`src/rtl/stack_pop_sequencer.sv`:
```
// Return-side stack sequencer: pops flags (RTI) and the two-word PC, then redirects fetch.
// Optional feature: define STACK_UNDERFLOW_CHECK_EN to abort pops that would read past the stack top.
module stack_pop_sequencer #(
    parameter int unsigned DATA_WIDTH = 16,
    parameter int unsigned SP_WIDTH   = 11,
    parameter int unsigned FLAG_WIDTH = 4
) (
    input  logic                      clk,
    input  logic                      rst_n,
    input  logic                      ret_req,
    input  logic                      rti_req,
    input  logic [SP_WIDTH-1:0]       sp_in,
    output logic                      mem_rd_req,
    output logic [SP_WIDTH-1:0]       mem_rd_addr,
    input  logic [DATA_WIDTH-1:0]     mem_rd_data,
    input  logic                      mem_rd_valid,
    output logic                      stall,
    output logic                      pc_load,
    output logic [2*DATA_WIDTH-1:0]   pc_out,
    output logic                      flags_load,
    output logic [FLAG_WIDTH-1:0]     flags_out,
    output logic                      sp_we,
    output logic [SP_WIDTH-1:0]       sp_out,
    output logic                      underflow_err
);

    localparam int unsigned PC_WIDTH = 2 * DATA_WIDTH;
    localparam logic [SP_WIDTH-1:0] SP_MAX = '1;

    typedef enum logic [2:0] {
        IDLE,
        POP_FLAGS,
        POP_PC_HI,
        POP_PC_LO,
        REDIRECT
    } state_t;

    state_t                state_q, state_d;
    logic [SP_WIDTH-1:0]   sp_q, sp_d, sp_inc;
    logic [PC_WIDTH-1:0]   pc_q, pc_d;
    logic [FLAG_WIDTH-1:0] flags_q, flags_d;
    logic                  is_rti_q, is_rti_d;
    logic                  pop_d;
    logic                  uf_d;

    assign sp_inc = sp_q + SP_WIDTH'(1);

    // Next-state and datapath capture; underflow_err marks a POP state entered at the stack top.
    always_comb begin
        state_d  = state_q;
        sp_d     = sp_q;
        pc_d     = pc_q;
        flags_d  = flags_q;
        is_rti_d = is_rti_q;
        unique case (state_q)
            IDLE: begin
                if (rti_req) begin
                    sp_d     = sp_in;
                    is_rti_d = 1'b1;
                    state_d  = POP_FLAGS;
                end else if (ret_req) begin
                    sp_d     = sp_in;
                    is_rti_d = 1'b0;
                    state_d  = POP_PC_HI;
                end
            end
            POP_FLAGS: begin
                if (underflow_err) begin
                    state_d = IDLE;
                end else if (mem_rd_valid) begin
                    flags_d = mem_rd_data[FLAG_WIDTH-1:0];
                    sp_d    = sp_inc;
                    state_d = POP_PC_HI;
                end
            end
            POP_PC_HI: begin
                if (underflow_err) begin
                    state_d = IDLE;
                end else if (mem_rd_valid) begin
                    pc_d[PC_WIDTH-1:DATA_WIDTH] = mem_rd_data;
                    sp_d    = sp_inc;
                    state_d = POP_PC_LO;
                end
            end
            POP_PC_LO: begin
                if (underflow_err) begin
                    state_d = IDLE;
                end else if (mem_rd_valid) begin
                    pc_d[DATA_WIDTH-1:0] = mem_rd_data;
                    sp_d    = sp_inc;
                    state_d = REDIRECT;
                end
            end
            REDIRECT: state_d = IDLE;
            default:  state_d = IDLE;
        endcase
    end

    assign pop_d = (state_d == POP_FLAGS) || (state_d == POP_PC_HI) || (state_d == POP_PC_LO);

`ifdef STACK_UNDERFLOW_CHECK_EN
    assign uf_d = pop_d && (sp_d == SP_MAX);

    always_ff @(posedge clk or negedge rst_n) begin
        if (!rst_n) begin
            underflow_err <= 1'b0;
        end else begin
            underflow_err <= uf_d;
        end
    end
`else
    assign uf_d          = 1'b0;
    assign underflow_err = 1'b0;
`endif

    // State, datapath and strobes; strobes are registered from the next state.
    always_ff @(posedge clk or negedge rst_n) begin
        if (!rst_n) begin
            state_q     <= IDLE;
            sp_q        <= '0;
            pc_q        <= '0;
            flags_q     <= '0;
            is_rti_q    <= 1'b0;
            stall       <= 1'b0;
            mem_rd_req  <= 1'b0;
            mem_rd_addr <= '0;
            pc_load     <= 1'b0;
            flags_load  <= 1'b0;
            sp_we       <= 1'b0;
        end else begin
            state_q     <= state_d;
            sp_q        <= sp_d;
            pc_q        <= pc_d;
            flags_q     <= flags_d;
            is_rti_q    <= is_rti_d;
            stall       <= (state_d != IDLE);
            mem_rd_req  <= pop_d && !uf_d;
            mem_rd_addr <= sp_d + SP_WIDTH'(1);
            pc_load     <= (state_d == REDIRECT);
            flags_load  <= (state_d == REDIRECT) && is_rti_d;
            sp_we       <= (state_d == REDIRECT);
        end
    end

    assign pc_out    = pc_q;
    assign flags_out = flags_q;
    assign sp_out    = sp_q;

endmodule

```
`config.mk`:
```
export PLATFORM = sky130hd
export DESIGN_NAME = stack_pop_sequencer
export DESIGN_NICKNAME = d
export VERILOG_FILES = /design/src/rtl/stack_pop_sequencer.sv
export SDC_FILE = /design/constraint.sdc
export NUM_CORES = 1
export LEC_CHECK = 0
export ABC_AREA = 1
export ABC_CLOCK_PERIOD_IN_PS = 4900
export CELL_PAD_IN_SITES_DETAIL_PLACEMENT = 1
export CELL_PAD_IN_SITES_GLOBAL_PLACEMENT = 1
export CORE_ASPECT_RATIO = 0.8
export CORE_MARGIN = 10
export CORE_UTILIZATION = 37
export CTS_CLUSTER_DIAMETER = 120
export DETAILED_ROUTE_END_ITERATION = 10
export PLACE_DENSITY_LB_ADDON = 0.1
export SKIP_CTS_REPAIR_TIMING = 1
export SLEW_MARGIN = 10
export SYNTH_ARGS = -nofsm -noshare
export SYNTH_HDL_FRONTEND = slang
export SYNTH_SLANG_ARGS = --single-unit
```
`constraint.sdc`:
```
create_clock -name clk -period 4.9 [get_ports clk]
set_input_delay 1.225 -clock clk [delete_from_list [all_inputs] [get_ports clk]]
set_output_delay 1.225 -clock clk [all_outputs]
set_load 0.005 [all_outputs]
```
==> results of run 1 <==
==> sequential cells by signal (all words and copies together), names as in the netlist <==
name	cells
is_rti_q	1
sp_out	11
mem_rd_addr	11
sp_we	1
state_q	3
mem_rd_req	1
pc_out	32
flags_load	1
flags_out	4
stall	1
==> logic make-up (layout without fill, tap and decap cells) <==
kind of cell | Yosys count | count (layout)
adders and majority gates | 2 | 2
buffers and inverters | 69 | 170
AOI/OAI and AO/OA | 46 | 46
and+or+nand+nor | 195 | 195
other | 1 | 1
DFF | 66 | 66
xor gates and xnor gates | 6 | 6
==> synthesized netlist by cell type <==
library cell,instances,area share
nand2_1,96,0.11
o21ai_1,2,0.0031
o21bai_1,1,0.0023
nand3_4,1,0.0054
nor2_1,29,0.034
buf_2,2,0.0031
nand3_2,5,0.015
nand2_4,6,0.021
inv_2,8,0.0093
xor2_1,5,0.014
buf_4,3,0.0070
ha_1,2,0.0077
inv_1,50,0.058
inv_6,1,0.0027
nand3_1,20,0.031
nor2_4,8,0.028
a21oi_1,3,0.0046
a22oi_1,1,0.0023
xnor2_1,1,0.0027
o21ai_0,38,0.059
conb_1,1,0.0012
nor3_1,3,0.0046
buf_6,1,0.0035
clkbuf_1,4,0.0046
o21ai_2,1,0.0027
nand2_2,13,0.025
dfrtp_1,66,0.51
nand4_1,6,0.012
nor2_2,6,0.012
or2_2,2,0.0039
==> metrics by stage <==
step	std cells	setup slack (ns)	hold slack (ns)	utilization
6_report	598	1.649	0.4876	0.5210
2_1_floorplan	385	2.155	0.4707	-
5_1_grt	598	1.417	0.5274	0.5210
3_5_place_dp	582	1.278	0.4755	0.5000
3_3_place_gp	582	1.381	0.4645	0.5000
4_1_cts	598	1.638	0.4941	0.5210
==> worst max path at each step <==
stage	from	to	slack (ns)	cells after the start
after global placement	mem_rd_valid	mem_rd_addr[8]	1.38	12
after global routing	mem_rd_valid	mem_rd_addr[8]	1.42	12
after CTS	mem_rd_valid	mem_rd_addr[8]	1.64	12
final	mem_rd_valid	mem_rd_addr[8]	1.65	12
after floorplan	mem_rd_valid	mem_rd_addr[8]	2.15	12
after detailed placement	mem_rd_valid	mem_rd_addr[8]	1.28	12
==> worst register-to-register path, delay by kind of cell, from the launching register on <==
| kind | cells | cell delay (ns) |
|---|---|---|
| DFF | 1 | 0.65 |
| xor gates and xnor gates | 2 | 0.32 |
| and+or+nand+nor | 5 | 0.61 |
| adders and majority gates | 1 | 0.26 |
| AOI/OAI and AO/OA | 1 | 0.28 |
| buffers and inverters | 1 | 0.05 |
==> power by group through the flow <==
stage	Clock [W]	Combinational [W]	Sequential, W
global placement	0	0.00151	0.000991
detailed placement	0	0.00154	0.00100
global route	0.000461	0.00172	0.00103
finish	0.000422	0.00151	0.000993
floorplan	0	0.000777	0.000982
CTS	0.000437	0.00155	0.000997
==> layer usage <==
metal | share of wire | global-route usage | vias up
met5 | 0 | 0 | -
met4 | 0.0081 | 0.03239 | 0
met3 | 0.069 | 0.05960 | 9
met2 | 0.46 | 0.2317 | 59
met1 | 0.47 | 0.1933 | 1343
li1 | - | - | 1378
==> layout make-up <==
cell class                      count  area, um^2  share of cell area
Sequential cell                    66        1652              0.3720
Multi-Input combinational cell    250        1299              0.2926
Timing Repair Buffer               95       943.4              0.2125
Inverter                           59       226.5             0.05101
Tap cell                          112       140.1             0.03157
Clock buffer                       10       137.6             0.03100
Clock inverter                      6       41.29            0.009301
==> impl_metrics.toml, run 1 <==
[min_path]
hold_path_class = "register to register"
worstHoldStart = "pc_out[7]"
hold_path_end = "pc_out[7]"
hold_path_depth = 2

[yosys]
synth-simple-area-share = 0.3024
avgSynthCellArea_um2 = 8.404
synth_top_family_by_area = "simple AND/OR/NAND/NOR gates"
syn_area_um2 = 3236
ys_types = 30
seq_area_frac_synth = 0.5104
netlist_instances = 385
synth-seq-cells = 66
synth_xor_xnor_area_share = 0.01624
synth_compound_area_frac = 0.07386
yosysWarnings = 0
syn_nets = 419
muxShareOfSynthArea = 0
synthAdderAreaFrac = 0.007734

[clock_network]
numCtsBuffers = 9
htree_num_levels = 3
cts_root_buf = "clkbuf_8"
insertion_delay_ns = 0.35
cts.path.max_buffers = 2
clk_pin_slew_ns = 0.08
cts_tree = "built"
cts_num_sinks = 66

[power]
ir_worst_vdd_mv = 0.3029
pwr-share-comb = 0.516
p_sw_w = 0.001219
p_leak_nw = 2.108
power_density_nw_per_um2 = 659.0
power_w = 0.002926
swShare = 0.4166
intPower_w = 0.001707
clkPwrFrac = 0.144
sequentialPowerShare = 0.339

[sta]
slew_viol_final = 0
timing.fmax_mhz = 307.6
fin_tns_setup_ns = 0
rsz0062_at_grt = "no"
hold_viol = 0
post-route-period-util = 0.6634
fin_crit_ns = 3.251
setup_viol = 0
skew_ns = 0.01046
slew-limit-headroom = 0.4019
worst_pin_slew_ns = 0.8961

[finish]
syn_to_final_growth_pct = 37.20
final_cell_area_um2 = 4439
antenna_cells = 0
drive_gt1_frac = 0.1420
layout_common_cells = "nand2_1, clkdlybuf4s50_1, dfrtp_1"
layout.nets = 515
fill_cells = 1037
final_common_cell = "nand2_1"

[route]
detail-route-antenna-nets = 0
dr.pass1.iters = 4
wire_per_inst_um = 16.16
routed_wl_um = 9662
drt-initial-drc-count = 90
vias = 2789
viasPerCell = 4.664
route.detailed.drc = 0

[global_route]
grt_usage = 0.1502
grt_first_pass_wirelength_um = 16240
overflow = 0
grt_max_degree = 41
grt_pass1_vias = 3058
antenna_found_initial = 0

[job]
drv_cap = 0

[place]
dp_hpwl_um = 7565
numPortBuffers = 94
place_area_um2 = 4260
place_congestion = 0.7967

[worst_setup_path]
slowest_delay_ns = 0.67
path_buf_inv = 3
r2r-start = "state_q[2]"
start_kind = "primary input"
r2r_cells = 10
slowest_stage = "clkdlybuf4s50_1"
r2r-end = "mem_rd_addr[8]"
cp.required_ns = 5.14
crit_fanout = 9
crit_path_end_kind = "register"
critical_path_arrival_ns = 3.49
crit_family = "buffers and inverters"
worst-setup-path-type = "primary input to register"
ff2ff_setup_slack_ns = 2.60
worstPathCellList = "clkdlybuf4s50_1, inv_2, nor2_1, xor2_1, o21ai_2, ha_1, inv_1, nor2_1, nand2_2, nor2_2, nand2_1, xor2_1"

[floorplanning]
fp.dieArea_um2 = 12910
die_height_um = 103.6
start_util = 0.3797
core_area_um2 = 8521
num_io_pins = 96
rows = 30
die_w_um = 124.6

[status]
run_status = "finished, final reports clean"
(Power assumes the default switching activity.)
==> run 2: changes to the inputs <==
Settings changed: ABC_CLOCK_PERIOD_IN_PS 4900 to 2900, CORE_UTILIZATION 37 to 31.
Clock period 4.9 ns to 2.9 ns, I/O delays scaled along.
==> run 2 against run 1 <==
Sequential cell count unchanged; design area increased by 3.7%; non-clock buffer count increased by 4; critical path type unchanged.
==> impl_metrics.toml, run 2 (synthesis gave the netlist of run 1 again) <==
[clock_network]
clk_pin_slew_ns = 0.06
cts_tree = "built"
numCtsBuffers = 9
cts.path.max_buffers = 2
cts_root_buf = "clkbuf_16"
htree_num_levels = 3
insertion_delay_ns = 0.33
cts_num_sinks = 66

[worst_setup_path]
crit_path_end_kind = "register"
r2r-start = "sp_out[0]"
r2r_cells = 12
start_kind = "primary input"
cp.required_ns = 3.12
crit_fanout = 7
r2r-end = "mem_rd_addr[8]"
ff2ff_setup_slack_ns = 0.77
worst-setup-path-type = "primary input to register"
critical_path_arrival_ns = 2.71

[sta]
slew-limit-headroom = 0.3916
fin_tns_setup_ns = 0
hold_viol = 0
slew_viol_final = 0
worst_pin_slew_ns = 0.9116
skew_ns = 0.003989
fin_crit_ns = 2.484
setup_viol = 0
rsz0062_at_grt = "no"
timing.fmax_mhz = 402.5
post-route-period-util = 0.8567

[floorplanning]
rows = 33
fp.dieArea_um2 = 14950
die_height_um = 111.4
num_io_pins = 96
core_area_um2 = 10240
start_util = 0.3160
die_w_um = 134.2

[route]
drt-initial-drc-count = 131
viasPerCell = 4.439
wire_per_inst_um = 16.04
dr.pass1.iters = 4
detail-route-antenna-nets = 0
routed_wl_um = 10080
vias = 2788
route.detailed.drc = 0

[global_route]
overflow = 0
grt_usage = 0.1401
grt_pass1_vias = 3055
antenna_found_initial = 0
grt_max_degree = 34
grt_first_pass_wirelength_um = 16810

[place]
numPortBuffers = 94
dp_hpwl_um = 7780
place_congestion = 0.7956

[power]
ir_worst_vdd_mv = 0.3904
clkPwrFrac = 0.195
power_density_nw_per_um2 = 1155
swShare = 0.3941
p_sw_w = 0.002096
sequentialPowerShare = 0.316
pwr-share-comb = 0.489
power_w = 0.005318
intPower_w = 0.003222
p_leak_nw = 2.179

[finish]
final_common_cell = "nand2_1"
drive_gt1_frac = 0.1455
layout.nets = 519
largest_reg_flops = 32
antenna_cells = 0
layout_common_cells = "nand2_1, clkdlybuf4s50_1, dfrtp_1"
syn_to_final_growth_pct = 42.30

[job]
drv_cap = 0

[min_path]
hold_path_class = "primary input to async pin"

[status]
run_status = "finished, final reports clean"
[run 2: cell count changes in the layout (fill, tap and decap cells not counted), sizes merged]
cell	previous run	this run
buf	2	6
clkinv	2	1
clkinvlp	3	1
inv	60	59
clkbuf	10	12
[run 2: power by group through the flow]
| stage | clock, W | combinational [W] | sequential [W] |
|---|---|---|---|
| after floorplan | 0 | 0.00131 | 0.00166 |
| after global placement | 0 | 0.00260 | 0.00169 |
| after detailed placement | 0 | 0.00265 | 0.00169 |
| after CTS | 0.00106 | 0.00267 | 0.00169 |
| after global routing | 0.00111 | 0.00294 | 0.00175 |
| final | 0.00104 | 0.00260 | 0.00168 |
[run 2: area by class of cell]
type | instances | area [um^2]
inverter | 59 | 226.5
multi-input combinational | 250 | 1299
clock buffer | 12 | 266.5
sequential | 66 | 1652
timing repair buffer | 99 | 973.4
tap | 140 | 175.2
clock inverter | 2 | 12.51
fill | 1279 | 5635
[run 2: worst max-delay path: stages]
cell and delay, ns:
clkdlybuf4s50_1 0.56, inv_1 0.09, nand2_2 0.14, nand2_1 0.07, nand2_1 0.07, nor2_1 0.04, nor2_2 0.13, ha_1 0.20
inv_1 0.05, nor2_1 0.17, nand2_2 0.09, nor2_2 0.15, nand2_1 0.08, xor2_1 0.14
[run 2: metrics by stage]
| stage | setup WS (ns) | cells | cell area (um^2) | util | hold WS, ns |
|---|---|---|---|---|---|
| 2_1_floorplan | 0.6547 | 385 | 3236 | - | 0.4294 |
| 3_3_place_gp | 0.1843 | 614 | 4325 | 0.4224 | 0.4654 |
| 3_5_place_dp | 0.05594 | 614 | 4325 | 0.4224 | 0.4757 |
| 4_1_cts | 0.3964 | 628 | 4604 | 0.4497 | 0.3664 |
| 5_1_grt | 0.1546 | 628 | 4604 | 0.4497 | 0.3804 |
| 6_report | 0.4157 | 628 | 4604 | 0.4497 | 0.3458 |
[run 2: how the worst max path moves through the flow]
stage                          end  slack, ns  cells after the start    startpoint
floorplan           mem_rd_addr[8]       0.65                     12  mem_rd_valid
global placement    mem_rd_addr[8]       0.18                     14       ret_req
detailed placement  mem_rd_addr[8]       0.06                     14       ret_req
CTS                 mem_rd_addr[8]       0.40                     14       ret_req
global route        mem_rd_addr[8]       0.15                     14       ret_req
finish              mem_rd_addr[8]       0.42                     14       ret_req
[run 2: per-layer routing]
| layer | track usage | part of all wire | vias to the layer above |
|---|---|---|---|
| met5 | 0 | 0 | - |
| met4 | 0.03114 | 0.010 | 0 |
| met3 | 0.06649 | 0.077 | 9 |
| met2 | 0.2051 | 0.45 | 62 |
| met1 | 0.1832 | 0.46 | 1333 |
| li1 | - | - | 1384 |
